<file path="config.mk">
export PLATFORM = sky130hd
export DESIGN_NAME = noc_outport_arb
export DESIGN_NICKNAME = d
export VERILOG_FILES = /design/src/rtl/noc_outport_arb.sv
export SDC_FILE = /design/constraint.sdc
export NUM_CORES = 1
export LEC_CHECK = 0
export CELL_PAD_IN_SITES_DETAIL_PLACEMENT = 1
export CELL_PAD_IN_SITES_GLOBAL_PLACEMENT = 2
export CORE_ASPECT_RATIO = 1.4
export CORE_UTILIZATION = 13
export DETAILED_ROUTE_END_ITERATION = 8
export HOLD_SLACK_MARGIN = 0.15
export PLACE_DENSITY = 0.95
export SYNTH_ARGS = -nofsm -noshare
export SYNTH_HDL_FRONTEND = slang
export SYNTH_SLANG_ARGS = --single-unit
</file>
<file path="constraint.sdc">
create_clock -name clk_i -period 2.7 [get_ports clk_i]
set_input_delay 0.54 -clock clk_i [delete_from_list [all_inputs] [get_ports clk_i]]
set_output_delay 0.54 -clock clk_i [all_outputs]
set_load 0.01 [all_outputs]
</file>
<file path="src/rtl/noc_outport_arb.sv">
// Output-port arbiter for the NoC router: round-robin grant among input ports with
// wormhole locking until the granted port's last flit is accepted; counts forwarded packets.
module noc_outport_arb #(
    parameter int unsigned PORTS  = 3,
    parameter int unsigned DATA_W = 64,
    localparam int unsigned GW    = (PORTS > 1) ? $clog2(PORTS) : 1
) (
    input  logic                    clk_i,
    input  logic                    rst_i,
    input  logic [PORTS-1:0]        in_valid_i,
    input  logic [PORTS-1:0]        in_last_i,
    input  logic [PORTS*DATA_W-1:0] in_data_i,
    output logic [PORTS-1:0]        in_ready_o,
    output logic                    out_valid_o,
    output logic                    out_last_o,
    output logic [DATA_W-1:0]       out_data_o,
    input  logic                    out_ready_i,
    input  logic [PORTS-1:0]        port_en_i,
    output logic                    busy_o,
    output logic [GW-1:0]           grant_id_o,
    output logic [15:0]             pkt_cnt_o
);

    typedef enum logic {StIdle, StLock} state_e;

    state_e            state_q, state_d;
    logic [GW-1:0]     grant_q, grant_d;
    logic [GW-1:0]     last_grant_q, last_grant_d;
    logic [15:0]       pkt_cnt_q, pkt_cnt_d;
    logic [PORTS-1:0]  req;
    logic [GW-1:0]     pick;
    logic              found;
    logic              xfer;

    assign req = in_valid_i & port_en_i;

    // Search upward from last_grant+1 so the most recent winner has lowest priority.
    always_comb begin
        pick  = '0;
        found = 1'b0;
        for (int unsigned k = 1; k <= PORTS; k++) begin
            if (!found && req[(32'(last_grant_q) + k) % PORTS]) begin
                found = 1'b1;
                pick  = GW'((32'(last_grant_q) + k) % PORTS);
            end
        end
    end

    always_comb begin
        out_valid_o = 1'b0;
        out_last_o  = 1'b0;
        out_data_o  = '0;
        in_ready_o  = '0;
        if (state_q == StLock) begin
            out_valid_o         = in_valid_i[grant_q];
            out_last_o          = in_last_i[grant_q];
            in_ready_o[grant_q] = out_ready_i;
            if (in_valid_i[grant_q]) begin
                out_data_o = in_data_i[32'(grant_q) * DATA_W +: DATA_W];
            end
        end
    end

    assign xfer = out_valid_o & out_ready_i;

    always_comb begin
        state_d      = state_q;
        grant_d      = grant_q;
        last_grant_d = last_grant_q;
        pkt_cnt_d    = pkt_cnt_q;
        unique case (state_q)
            StIdle: begin
                if (found) begin
                    grant_d = pick;
                    state_d = StLock;
                end
            end
            StLock: begin
                if (xfer && out_last_o) begin
                    pkt_cnt_d    = pkt_cnt_q + 16'd1;
                    last_grant_d = grant_q;
                    state_d      = StIdle;
                end
            end
            default: state_d = StIdle;
        endcase
    end

    always_ff @(posedge clk_i) begin
        if (rst_i) begin
            state_q      <= StIdle;
            grant_q      <= '0;
            last_grant_q <= GW'(PORTS - 1);
            pkt_cnt_q    <= '0;
        end else begin
            state_q      <= state_d;
            grant_q      <= grant_d;
            last_grant_q <= last_grant_d;
            pkt_cnt_q    <= pkt_cnt_d;
        end
    end

    assign busy_o     = (state_q == StLock);
    assign grant_id_o = grant_q;
    assign pkt_cnt_o  = pkt_cnt_q;

endmodule

</file>
Yosys cells after proc, flatten, opt, wreduce, memory -nomap -nowiden:

Cells that the tools add are included.

* mux-type cells: 26
* shifts and indexed selects: 1
* divide/modulo/power cells: 3
* reduce and logical (&&, ||, !) cells: 8
* order comparisons: 5
* bitwise logic cells: 4
* $add $sub $neg: 4

Operators with widths (count)
* $shiftx 192x9->64: 1
* $mux 64: 2
* $lt 32x3->1 const B: 3
* $mod 32x2->32 const B: 3
* $add 16x1->16 const B: 1
* $mux 1: 13
* $bmux 1 s2: 5
* $add 2x2->3 const B: 2
* $and 3x3->3: 2
* $mux 2: 3
* $logic_and 1x1->1: 4
* $reduce_and 2->1: 2
* $add 2x1->3 const B: 1
* $lt 2x3->1 const B: 1
* $mux 3: 1
* $demux 1 s2: 1
* $ge 2x1->1 const B: 1
* $logic_not 1->1: 2
* $pmux 1 s2: 1
* $and 1x1->1: 1
* $not 1->1: 1

* output and inout port bits: 88
* flip-flop bits (word level): 21
* input bits: 204
* word-level logic and storage cells: 55

Longest topological paths before layout:

* depth after elaboration: 13
* depth in mapped cells: 8
* mapped depth without buffers: 7

Worst setup path after synthesis:

OpenSTA, ideal clock, no wires.

* kind: register -> output
* start: reg grant_q[1], in the netlist grant_id_o[1]
* end: out out_data_o[26]
* arrival: 1.678 ns
* data required time: 2.160 ns
* stages on the path, launching flop included: 8
* buffers on the path: 3
* slack: 0.482 ns
* path through: dfxtp_1 buf_4 clkbuf_1 buf_2 mux2i_1 nor2_1 a21oi_1 nor2_1

* word-level cells in the longest chain between the ends: 4
* elaborated cells on any way between the ends: 5

RTL lines
* start, declared: line 27 `logic [GW-1:0] grant_q, grant_d;`
* start signal, assigned: line 97 `grant_q <= grant_d;`
* branches (longest 2 deep; another with $shiftx 192x9->64)
* $mux 64 *: line 58 `if (in_valid_i[grant_q]) begin`
* $mux 64 *: line 54 `if (state_q == StLock) begin`
* end, declared: line 16 `output logic [DATA_W-1:0] out_data_o,`

Every way passes the cells marked *. The select of a mux whose other input is x is not followed.

Worst setup path after layout:

* start: reg grant_q[0], in the netlist grant_id_o[0]
* end: out in_ready_o[1]

* word-level cells in the longest chain between the ends: 6
* elaborated cells on any way between the ends: 7

RTL lines
* $lt 2x3->1 (not written as such) or $ge 2x1->1 (tied branches): line 57 `in_ready_o[grant_q] = out_ready_i;`
* $logic_and 1x1->1 (not written as such): line 57
* $mux 1 (not written as such): line 57
* $demux 1 s2 *: line 57
* $and 3x3->3 (no source line) *
* $mux 3 *: line 54
* end, declared: line 13 `output logic [PORTS-1:0] in_ready_o,`

Mark *: on every way between the ends. The rest lies on a longest branch, timed or not.

==> run metrics <==
Min-Delay Path Class=reg2reg; Syn Nets=649; Min-Delay Endpoint=pkt_cnt_o[15]; CTS tree=built; FF-to-FF End=pkt_cnt_o[11]; hold_sp=pkt_cnt_o[15]; die height=176 um; Via density=4.42; Worst Setup Start Kind=flop; 1st-pass router iterations=4; commonest non-fill, non-tap cell in the layout=clkdlybuf4s50_1; period utilization=95.9%; initial antenna violation count=0; Final GP Congestion=0.789; I/O Pins=292; maximum vdd drop=170 uV; Worst-Skew Late Latency=0.26 ns; WHS=0.501 ns; commonest cells after routing, fill and taps aside=clkdlybuf4s50_1 (223), nor2_1 (136), a21oi_1 (81); Tmin final=2.59 ns; slowest CP cell=clkdlybuf4s50_1; diode count=0; Syn Inst Count=441; hold_buf cts=0; Clock Pin Slew Worst Setup and Hold Paths=0.06 ns; number of global-route vias before repair=4686; area growth from synthesis to layout=128%; HPWL Detailed=12800 um; crit path kind=reg2out; Slew headroom=64.9%; Core ar.=21200 um^2; Routed Antenna Nets=0; flip-flop and latch count after synthesis=21; register area share after synthesis=15.0%; largest stage delay on the critical path=0.58 ns; post-synthesis cell area=2810 um^2; M3 GR Usage=2.95%; GRT Total Usage=14.4%; Slew @ Worst Pin=0.525 ns; fmax=0.386 GHz; cell row count=63; Sum Neg Setup Slack=0 ns; CTS max path bufs=2; Worst setup EP type=output port; via count=4375; RSZ-0062 raised after global routing=no; met1 usage=15.7%; total of max-cap violations=0; total CTS buffers=3; Crit Path Max Fanout=23; Most Crowded Layer GR=met2; Starting Density=13.2%; die footprint=22200 um^2; Root Buffer=clkbuf_16; Hold Crit Depth=2; Avg Inst Size Synth=6.36 um^2; YS warnings=0; GRT overflow=0; worst reg2reg path depth=8; drt drc=0; share of cells above drive strength 1=8.09%; max-slew violations=0; final wirelength=16700 um; Leakage=2.55 nW; reg2reg setup slack=0.33 ns; CP arrival=2.05 ns; Critical Path RT=2.16 ns; pwr/cell area=314 nW/um^2; first-pass GRT wire length=25400 um; r2r startpoint=grant_id_o[0]; initial DRC count=102; Netlist cell types=37; drt wl/cell=16.9 um; CP Cell Sequence=nor2b_4 -> buf_4 -> and3_1 -> clkdlybuf4s50_1; htree depth=1; Layout Nets=938; Fin. Hold Viols=0; Final setup viols=0; outcome=finished clean; clk_skew=0.00539 ns; met2 GRT Util=28.6%; I/O Buffers=291; clk sinks=21; Die Wd=126 um; largest net degree at the start of global routing=46
[worst max-delay path by stage]
stage	cells after the start	endpoint	startpoint	slack (ns)
2_1_floorplan	7	out_data_o[26]	grant_id_o[1]	0.48
3_3_place_gp	7	out_data_o[6]	in_valid_i[2]	-0.34
3_5_place_dp	7	out_data_o[6]	in_valid_i[2]	-0.40
4_1_cts	10	out_data_o[12]	in_valid_i[2]	0.02
5_1_grt	4	in_ready_o[1]	grant_id_o[0]	0.01
6_report	4	in_ready_o[1]	grant_id_o[0]	0.11
[routing by layer]
metal  vias up  wire (um)
met2       191       8870
li1       2127          -
met3        17       1120
met4         0        125
met1      2040       6570
met5         -          0
[cells by family (layout without fill, tap and decap cells)]
kind of cell / count (synthesis) / in the layout / share of synthesized area [%]
buffers and inverters: 46 / 334 / 6.69
flip-flops: 21 / 21 / 15.0
multiplexers: 69 / 69 / 24.6
adder cells (fa/ha/maj): 4 / 4 / 1.78
AND/OR/NAND/NOR: 191 / 191 / 29.8
XOR/XNOR: 1 / 1 / 0.312
AO/OA/AOI/OAI: 109 / 109 / 21.8
[cell usage after synthesis, drive strengths merged]
cell	instances	area (um^2)
ha	4	50.1
xor2	1	8.76
nand3	5	25.0
a211o	1	8.76
o2bb2ai	2	17.5
o221a	1	11.3
mux2i	69	691
nor3	3	15.0
nor4	2	12.5
a21o	1	7.51
nand3b	1	7.51
o31ai	10	75.1
or4b	1	10.0
clkbuf	19	71.3
a211oi	2	15.0
inv	9	33.8
o221ai	1	8.76
and4	1	8.76
and3	3	18.8
nand4	5	37.5
dfxtp	21	420
or4	10	75.1
nor2	136	510
o311a	1	10.0
buf	18	82.6
a2111oi	2	18.8
o21ai	6	30.0
a21oi	82	410
or3	4	25.0
nand2	15	56.3
and2	2	12.5
nand2b	2	12.5
nor2b	1	8.76
[sequential cells by signal (all words and copies together) (netlist names)]
signal / count
busy_o: 1
grant_id_o: 2
last_grant_q: 2
pkt_cnt_o: 16
[layout make-up]
class	instances	area (um^2)
Fill cell	2558	14800
Timing Repair Buffer	321	3310
Multi-Input combinational cell	374	2220
Sequential cell	21	425
Tap cell	260	325
Clock buffer	4	78.8
Inverter	9	33.8
[worst max-delay path: cells and delay by family (launching register included)]
kind,cells,cell delay (ns)
flops,1,0.38
simple gates,2,0.50
buf+inv,2,0.89
[what timing repair did]
action	CTS	global route
endpoints found under the setup margin	66	24
pin swaps	1	1
resized for setup	111	10
setup buffers	7	3
gates cloned	5	0
[power breakdown]
group          internal (mW)  switching (mW)
sequential             0.319          0.0194
combinational          0.749           0.601
clock                  0.202           0.120
[metrics by stage]
stage / cell area, um^2 / utilization [%] / instances / total power [mW] / setup slack, ns
final: 6400 / 30.2 / 989 / 2.01 / 0.111
after global routing: 6400 / 30.2 / 989 / 2.15 / 0.0140
after CTS: 6410 / 30.2 / 986 / 2.04 / 0.0211
after detailed placement: 6120 / 28.8 / 970 / 1.63 / -0.399
after global placement: 6120 / 28.8 / 970 / 1.62 / -0.336
after floorplan: 2810 / - / 441 / 0.912 / 0.482
(Power assumes the default switching activity.)
